## config.mk

```make
export PLATFORM = sky130hd
export DESIGN_NAME = pwm_ctrl
export DESIGN_NICKNAME = d
export VERILOG_FILES = /design/src/rtl/pwm_ctrl.sv
export SDC_FILE = /design/constraint.sdc
export NUM_CORES = 1
export LEC_CHECK = 0
export ABC_AREA = 1
export CAP_MARGIN = 20
export CELL_PAD_IN_SITES_DETAIL_PLACEMENT = 1
export CELL_PAD_IN_SITES_GLOBAL_PLACEMENT = 1
export CORE_MARGIN = 4
export CORE_UTILIZATION = 39
export DETAILED_ROUTE_END_ITERATION = 7
export PLACE_DENSITY = 0.86
export SETUP_SLACK_MARGIN = 0.02
export SYNTH_ARGS = -nofsm -noshare
export SYNTH_HDL_FRONTEND = slang
export SYNTH_SLANG_ARGS = --single-unit
```

## constraint.sdc

```tcl
create_clock -name i_clk -period 3.9 [get_ports i_clk]
set_input_delay 0.585 -clock i_clk [delete_from_list [all_inputs] [get_ports i_clk]]
set_output_delay 0.585 -clock i_clk [all_outputs]
set_load 0.005 [all_outputs]
```

## src/rtl/pwm_ctrl.sv

```systemverilog
// rtl/pwm_ctrl.sv - PWM timer controller with shadowed reload/duty registers
// Optional feature macro: PWM_CTRL_RAMP_EN (duty ramps one LSB per period boundary)
module pwm_ctrl #(
  parameter int BITS     = 4,
  parameter int CHANNELS = 1
) (
  input  logic                     i_clk,
  input  logic                     i_rst,
  input  logic                     i_wr_en,
  input  logic [1:0]               i_wr_addr,
  input  logic [BITS-1:0]          i_wr_data,
  output logic                     o_wr_ack,
  input  logic [BITS-1:0]          i_counter,
  output logic                     o_tim_rst,
  output logic                     o_tim_dir,
  output logic                     o_tim_mode,
  output logic [BITS-1:0]          o_tim_reload,
  output logic [CHANNELS*BITS-1:0] o_pwm_set,
  output logic                     o_period_evt,
  output logic                     o_busy
);

  typedef enum logic [1:0] {S_OFF, S_ARM, S_RUN} state_t;

  localparam logic [BITS-1:0] L_CHANNELS = BITS'(CHANNELS);

  state_t          r_state;
  state_t          w_next;
  logic [2:0]      r_ctrl;
  logic [BITS-1:0] r_sh_reload;
  logic [BITS-1:0] r_sh_duty [CHANNELS];
  logic [BITS-1:0] r_chan_sel;
  logic [BITS-1:0] r_act_reload;
  logic [BITS-1:0] r_act_duty [CHANNELS];
  logic            r_act_dir;
  logic            r_act_mode;
  logic            r_busy;
  logic            r_wr_ack;

  logic w_wr_ctrl;
  logic w_wr_reload;
  logic w_wr_csel;
  logic w_wr_duty;
  logic w_duty_hit;
  logic w_enable;
  logic w_boundary;
  logic w_evt;
  logic w_upd_req;

  // Decode the register write and the period boundary for the active direction
  always_comb begin
    w_wr_ctrl   = i_wr_en && (i_wr_addr == 2'd0);
    w_wr_reload = i_wr_en && (i_wr_addr == 2'd1);
    w_wr_csel   = i_wr_en && (i_wr_addr == 2'd2);
    w_wr_duty   = i_wr_en && (i_wr_addr == 2'd3);
    w_duty_hit  = w_wr_duty && (r_chan_sel < L_CHANNELS);
    // A ctrl write takes effect on the state machine immediately so disable needs no extra cycle
    w_enable    = w_wr_ctrl ? i_wr_data[0] : r_ctrl[0];
    w_boundary  = r_act_dir ? (i_counter == r_act_reload) : (i_counter == '0);
    w_evt       = (r_state == S_RUN) && w_boundary;
    // Only writes that can change the running waveform flag a pending update
    w_upd_req   = (r_state != S_OFF) &&
                  (w_wr_reload || w_duty_hit || (w_wr_ctrl && i_wr_data[0]));
  end

`ifdef PWM_CTRL_RAMP_EN
  logic [BITS-1:0] w_step_duty [CHANNELS];
  logic            w_ramp_pending;

  // Move each active duty one LSB toward its shadow; note whether any is still short
  always_comb begin
    w_ramp_pending = 1'b0;
    for (int c = 0; c < CHANNELS; c++) begin
      w_step_duty[c] = r_act_duty[c];
      if (r_act_duty[c] < r_sh_duty[c]) begin
        w_step_duty[c] = r_act_duty[c] + BITS'(1);
      end else if (r_act_duty[c] > r_sh_duty[c]) begin
        w_step_duty[c] = r_act_duty[c] - BITS'(1);
      end
      if (w_step_duty[c] != r_sh_duty[c]) begin
        w_ramp_pending = 1'b1;
      end
    end
  end
`endif

  // Next-state logic: OFF -> ARM -> RUN, any state drops to OFF when enable clears
  always_comb begin
    w_next = r_state;
    case (r_state)
      S_OFF:   if (w_enable) w_next = S_ARM;
      S_ARM:   w_next = w_enable ? S_RUN : S_OFF;
      S_RUN:   if (!w_enable) w_next = S_OFF;
      default: w_next = S_OFF;
    endcase
  end

  // State, shadow/active registers, busy flag and write acknowledge
  always_ff @(posedge i_clk) begin
    if (i_rst) begin
      r_state      <= S_OFF;
      r_ctrl       <= '0;
      r_sh_reload  <= '0;
      r_chan_sel   <= '0;
      r_act_reload <= '0;
      r_act_dir    <= 1'b0;
      r_act_mode   <= 1'b0;
      r_busy       <= 1'b0;
      r_wr_ack     <= 1'b0;
      for (int c = 0; c < CHANNELS; c++) begin
        r_sh_duty[c]  <= '0;
        r_act_duty[c] <= '0;
      end
    end else begin
      r_state  <= w_next;
      r_wr_ack <= i_wr_en;
      if (w_wr_ctrl)   r_ctrl      <= i_wr_data[2:0];
      if (w_wr_reload) r_sh_reload <= i_wr_data;
      if (w_wr_csel)   r_chan_sel  <= i_wr_data;
      for (int c = 0; c < CHANNELS; c++) begin
        if (w_wr_duty && (r_chan_sel == BITS'(c))) r_sh_duty[c] <= i_wr_data;
      end
      // Active copies come from the pre-write shadows, so a coincident write waits a period
      if ((r_state == S_ARM) || w_evt) begin
        r_act_reload <= r_sh_reload;
        r_act_dir    <= r_ctrl[1];
        r_act_mode   <= r_ctrl[2];
      end
      for (int c = 0; c < CHANNELS; c++) begin
        if (r_state == S_ARM) begin
          r_act_duty[c] <= r_sh_duty[c];
        end else if (w_evt) begin
`ifdef PWM_CTRL_RAMP_EN
          r_act_duty[c] <= w_step_duty[c];
`else
          r_act_duty[c] <= r_sh_duty[c];
`endif
        end
      end
      if (w_upd_req) begin
        r_busy <= 1'b1;
      end else if (r_state == S_ARM) begin
        r_busy <= 1'b0;
      end else if (w_evt) begin
`ifdef PWM_CTRL_RAMP_EN
        r_busy <= w_ramp_pending;
`else
        r_busy <= 1'b0;
`endif
      end
    end
  end

  // Drive timer controls; duty outputs are forced low unless running
  always_comb begin
    o_wr_ack     = r_wr_ack;
    o_tim_rst    = (r_state != S_RUN);
    o_tim_dir    = r_act_dir;
    o_tim_mode   = r_act_mode;
    o_tim_reload = r_act_reload;
    o_period_evt = w_evt;
    o_busy       = r_busy;
    o_pwm_set    = '0;
    if (r_state == S_RUN) begin
      for (int c = 0; c < CHANNELS; c++) begin
        o_pwm_set[c*BITS +: BITS] = r_act_duty[c];
      end
    end
  end

endmodule

```

==> Yosys cells after proc, flatten, opt, wreduce, memory -nomap -nowiden <==
Memory sizes are Yosys's and may differ from the RTL's.
Cells that the tools add are included.
{ "totals": {"ramBits": 8, "latchBits": 0, "reg_bits": 21, "output_inout_bits": 14, "word_cells": 71, "memories": 2, "mem_bits_ro": 0} }
{ "op_classes": {"mux": 28, "n_reduce_logical": 22, "n_shift": 0, "bitwise_logic": 0, "div": 0, "magnitude_cmp": 1, "eq_ne": 9, "multipliers": 0, "add_sub_neg": 0} }
{ "memory_table": {"columns": ["memory", "depth", "word_bits", "read_ports", "rd_ports_with_merged_regs", "write_ports", "line_no", "source"], "rows": [
  ["r_act_duty", 1, 4, 1, 0, 1, "34", "logic [BITS-1:0] r_act_duty [CHANNELS];"],
  ["r_sh_duty", 1, 4, 1, 0, 1, "31", "logic [BITS-1:0] r_sh_duty [CHANNELS];"]
]} }
{ "op_table": {"columns": ["operator", "count"], "rows": [
  ["two-way mux 1 bit", 20],
  ["two-way mux 4 bit", 4],
  ["OR reduction 4 bit", 3],
  ["logical AND 1 bit", 9],
  ["logical NOT 4 bit", 2],
  ["equality test 2 bit (second input constant)", 3],
  ["two-way mux 2 bit", 3],
  ["inequality test 2 bit (second input constant)", 3],
  ["case mux 2 bit (3 select lines)", 1],
  ["equality test 2 x 1 -> 1 bit (second input constant)", 2],
  ["equality test 4 bit", 1],
  ["logical NOT 2 bit", 2],
  ["less-than comparator 4 x 1 -> 1 bit (second input constant)", 1],
  ["logical OR 1 bit", 3],
  ["nonzero test 3 bit", 1],
  ["AND reduction 2 bit", 1],
  ["nonzero test 2 bit", 1]
]} }

==> Depth between registers and ports, before layout <==
{ "logic_depth": {"ltp_word": 9, "depth_mapped": 10} }

==> Worst setup path before layout <==
OpenSTA, ideal clock, no wires.
{ "synth_path": {"path_type": "in2out", "startpoint": "in i_counter[2]", "endpoint": "out o_period_evt", "stages": 5, "n_path_buf": 0, "arrival_time_ns": 1.063, "slack_ns": 2.252, "cell_sequence": "inv_1 > nand4_1 > a21oi_2 > nand2_2 > inv_1"} }
{ "synth_via": {"elab_chain_len": 3} }
{ "synth_lines": {"columns": ["item", "line_no", "source"], "rows": [
  ["start, declared", "13", "input logic [BITS-1:0] i_counter,"],
  ["equality test 4 bit / logical NOT 4 bit (equally long branches)", "59", "w_boundary = r_act_dir ? (i_counter == r_act_reload) : (i_counter == '0);"],
  ["two-way mux 1 bit *", "59", null],
  ["logical AND 1 bit *", "60", "w_evt = (r_state == S_RUN) && w_boundary;"],
  ["end, declared", "19", "output logic o_period_evt,"]
]} }
Mark *: on every way between the ends. The rest lies on a longest branch, timed or not.

==> Worst setup path in the final report <==
{ "layout_path": {"startpoint": "in i_counter[3]", "endpoint": "out o_period_evt"} }
Same word-level chain as after synthesis.

==> metrics.yaml <==
layout:
  stdcell_count: 233
  drive_gt1_share_pct: 11.1
  fin_util_pct: 52.7
  synthToLayoutAreaGrowth_pct: 27.9
  regArea_um2: 661
  nets: 201
  fillers: 392
  multiInputGateArea_um2: 488
  num_antenna_cells: 0
synthesis:
  synth_compound_area_share_pct: 9.67
  synth.distinct_cells: 20
  synth_adder_area_share_pct: 0
  synth_top_family_by_area: "simple AND/OR/NAND/NOR gates"
  ys_ff_latch: 29
  syn_inst: 157
  yosysSeqAreaShare_pct: 52.1
  synth_mux_area_share_pct: 0
  synthSimpleGateAreaFrac_pct: 28.8
  syn_avg_cell_area_um2: 8.07
  synth_nets: 170
  synthXorXnorAreaFrac_pct: 0
  syn_area_mm2: 0.00127
  yosys_warnings: 0
global_routing:
  grt_max_degree: 23
  grt.total_usage_pct: 15.9
  overflow: 0
  antenna_found_initial: 0
  grt_pass1_wl_um: 5080
  grt_pass1_vias: 1136
clock_tree:
  root_buffer: "clkbuf_4"
  clk_path_buf_depth: 2
  hold_buffers: 0
  cts_resized: 0
  clk_pin_slew_worst_paths_ns: 0.08
  cts_tree: "built"
  htreeDepth: 2
  clock_latency_ns: 0.33
  cts.sinks: 29
  post-cts-setup-buffer-count: 0
  cts-buffers-inserted: 5
route:
  wl_per_cell_um: 12.9
  via_count: 1124
  viasPerCell: 4.82
  wirelength_um: 3000
  first_pass_iters: 4
  drc: 0
  drt_iter0_markers: 33
  ant_nets: 0
power_and_ir_drop:
  pwr-share-comb_pct: 9.8
  p_clk_share_pct: 30.9
  leakage_nw: 0.712
  p_per_area_mw_per_mm2: 339
  seqPwrFrac_pct: 59.3
  peakVddDrop_uv: 219
  sw_frac_of_total_pct: 24.5
  p_total_uw: 549
  p_sw_uw: 135
  intPower_uw: 415
timing:
  fin_crit_ns: 2.69
  max_freq_mhz: 372
  hold_viol: 0
  rsz0062_at_grt: "no"
  fin_ws_ns: 1.21
  fin_tns_setup_ns: 0
  skew_ns: 0.00327
  final_max_slew_viol_count: 0
  setup_viol_count_final: 0
  min_period_over_period_pct: 69.0
  tightest_slew_ns: 0.686
  relSlewSlack_pct: 54.2
placed_design:
  dp_hpwl_um: 2380
  dp_cells: 225
  io_buffers: 26
  dp_slack_ns: 1.19
  place.gp.congestion: 0.844
critical_path:
  end_kind: "output pin"
  cp_max_fo: 2
  cp-start-kind: "primary input"
  critical_path_class: "in -> out"
  cp.required_ns: 3.31
  arrival_ns: 2.10
  reg2reg_slack_ns: 2.40
die:
  rows: 20
  die_area_mm2: 0.00423
  fp.dieW_um: 65.0
  die_y_um: 65.0
  initial_core_util_pct: 41.2
  core_area_mm2: 0.00308
  ios: 27
flow_run:
  drv_cap: 0
status:
  status: "finished clean"
min_path:
  hold_path.class: "reg -> reg"
## kinds of logic after synthesis
family | count (synthesis)
AOI/OAI and AO/OA | 23
buffers and inverters | 31
DFF | 29
and+or+nand+nor | 74
## worst paths after layout
| kind | startpoint | endpoint | cells past startpoint |
|---|---|---|---|
| setup / recovery | i_counter[3] | o_period_evt | 10 |
| hold / removal | r_ctrl[1] | o_tim_dir | 2 |
| setup reg to reg | o_tim_reload[3] | r_act_duty[0][3] | 8 |
| hold reg to reg | r_ctrl[1] | o_tim_dir | 2 |
## critical path: stages
cell and delay (ns):
clkdlybuf4s50_1 0.48, inv_1 0.06, nand2_1 0.05, nand2_1 0.04, nor2_1 0.11, nand2_1 0.07
nand2_2 0.08, nand2_2 0.07, inv_1 0.06, clkdlybuf4s50_1 0.49
## final cells by class
| class | instances | area share (%) |
|---|---|---|
| repair buffers | 26 | 16.0 |
| well taps | 44 | 3.40 |
| inverters | 29 | 6.71 |
| clock buffers | 8 | 3.01 |
| flip-flops and latches | 29 | 40.7 |
| multi-input cells | 97 | 30.1 |
## layout by cell type (no fill, tap or decap), drive strengths merged
cell / n
a21oi: 12
clkbuf: 8
clkdlybuf4s50: 26
dfxtp: 21
edfxtp: 8
inv: 29
nand2: 31
nand3: 17
nand4: 2
nor2: 21
nor3: 2
o21ai: 11
or2: 1
## metrics by stage
stage	instance area (um2)	hold slack, ns
after global routing	1620	0.512
after floorplan	1270	0.440
after detailed placement	1570	0.460
after global placement	1570	0.454
after CTS	1620	0.475
final	1620	0.472
## power by group through the flow
stage / combinational, mW / clock (mW) / sequential (mW)
floorplan: 0.0292 / 0 / 0.331
global placement: 0.0506 / 0 / 0.332
detailed placement: 0.0540 / 0 / 0.333
CTS: 0.0545 / 0.173 / 0.326
global route: 0.0604 / 0.190 / 0.327
finish: 0.0536 / 0.170 / 0.326
## state kept, by name, summed over array words and instances (netlist names)
register and count:
o_busy 1, o_tim_dir 1, o_tim_mode 1, o_tim_reload 4, o_wr_ack 1, r_act_duty 4, r_chan_sel 4, r_ctrl 3
r_sh_duty 4, r_sh_reload 4, r_state 2
## synth_stat cells (all sizes together)
cell / n / area share [%]
or2: 1 / 0.49
buf: 1 / 0.39
nand3: 17 / 7.1
o21ai: 11 / 4.3
clkbuf: 1 / 0.39
dfxtp: 21 / 33
nand2: 31 / 11
a21oi: 12 / 5.3
nand4: 2 / 0.99
inv: 29 / 8.6
nor2: 21 / 7.2
edfxtp: 8 / 19
nor3: 2 / 2.1
## metal layers
metal / GRT usage [%] / share of wire [%] / wire, um / vias to the layer above
met5: 0 / 0 / 0 / -
met4: 4.75 / 1.3 / 40 / 0
met3: 5.55 / 6.3 / 189 / 5
met2: 28.2 / 51 / 1540 / 33
met1: 17.6 / 41 / 1230 / 523
li1: - / - / - / 563
Power figures use the tool's default switching activity.
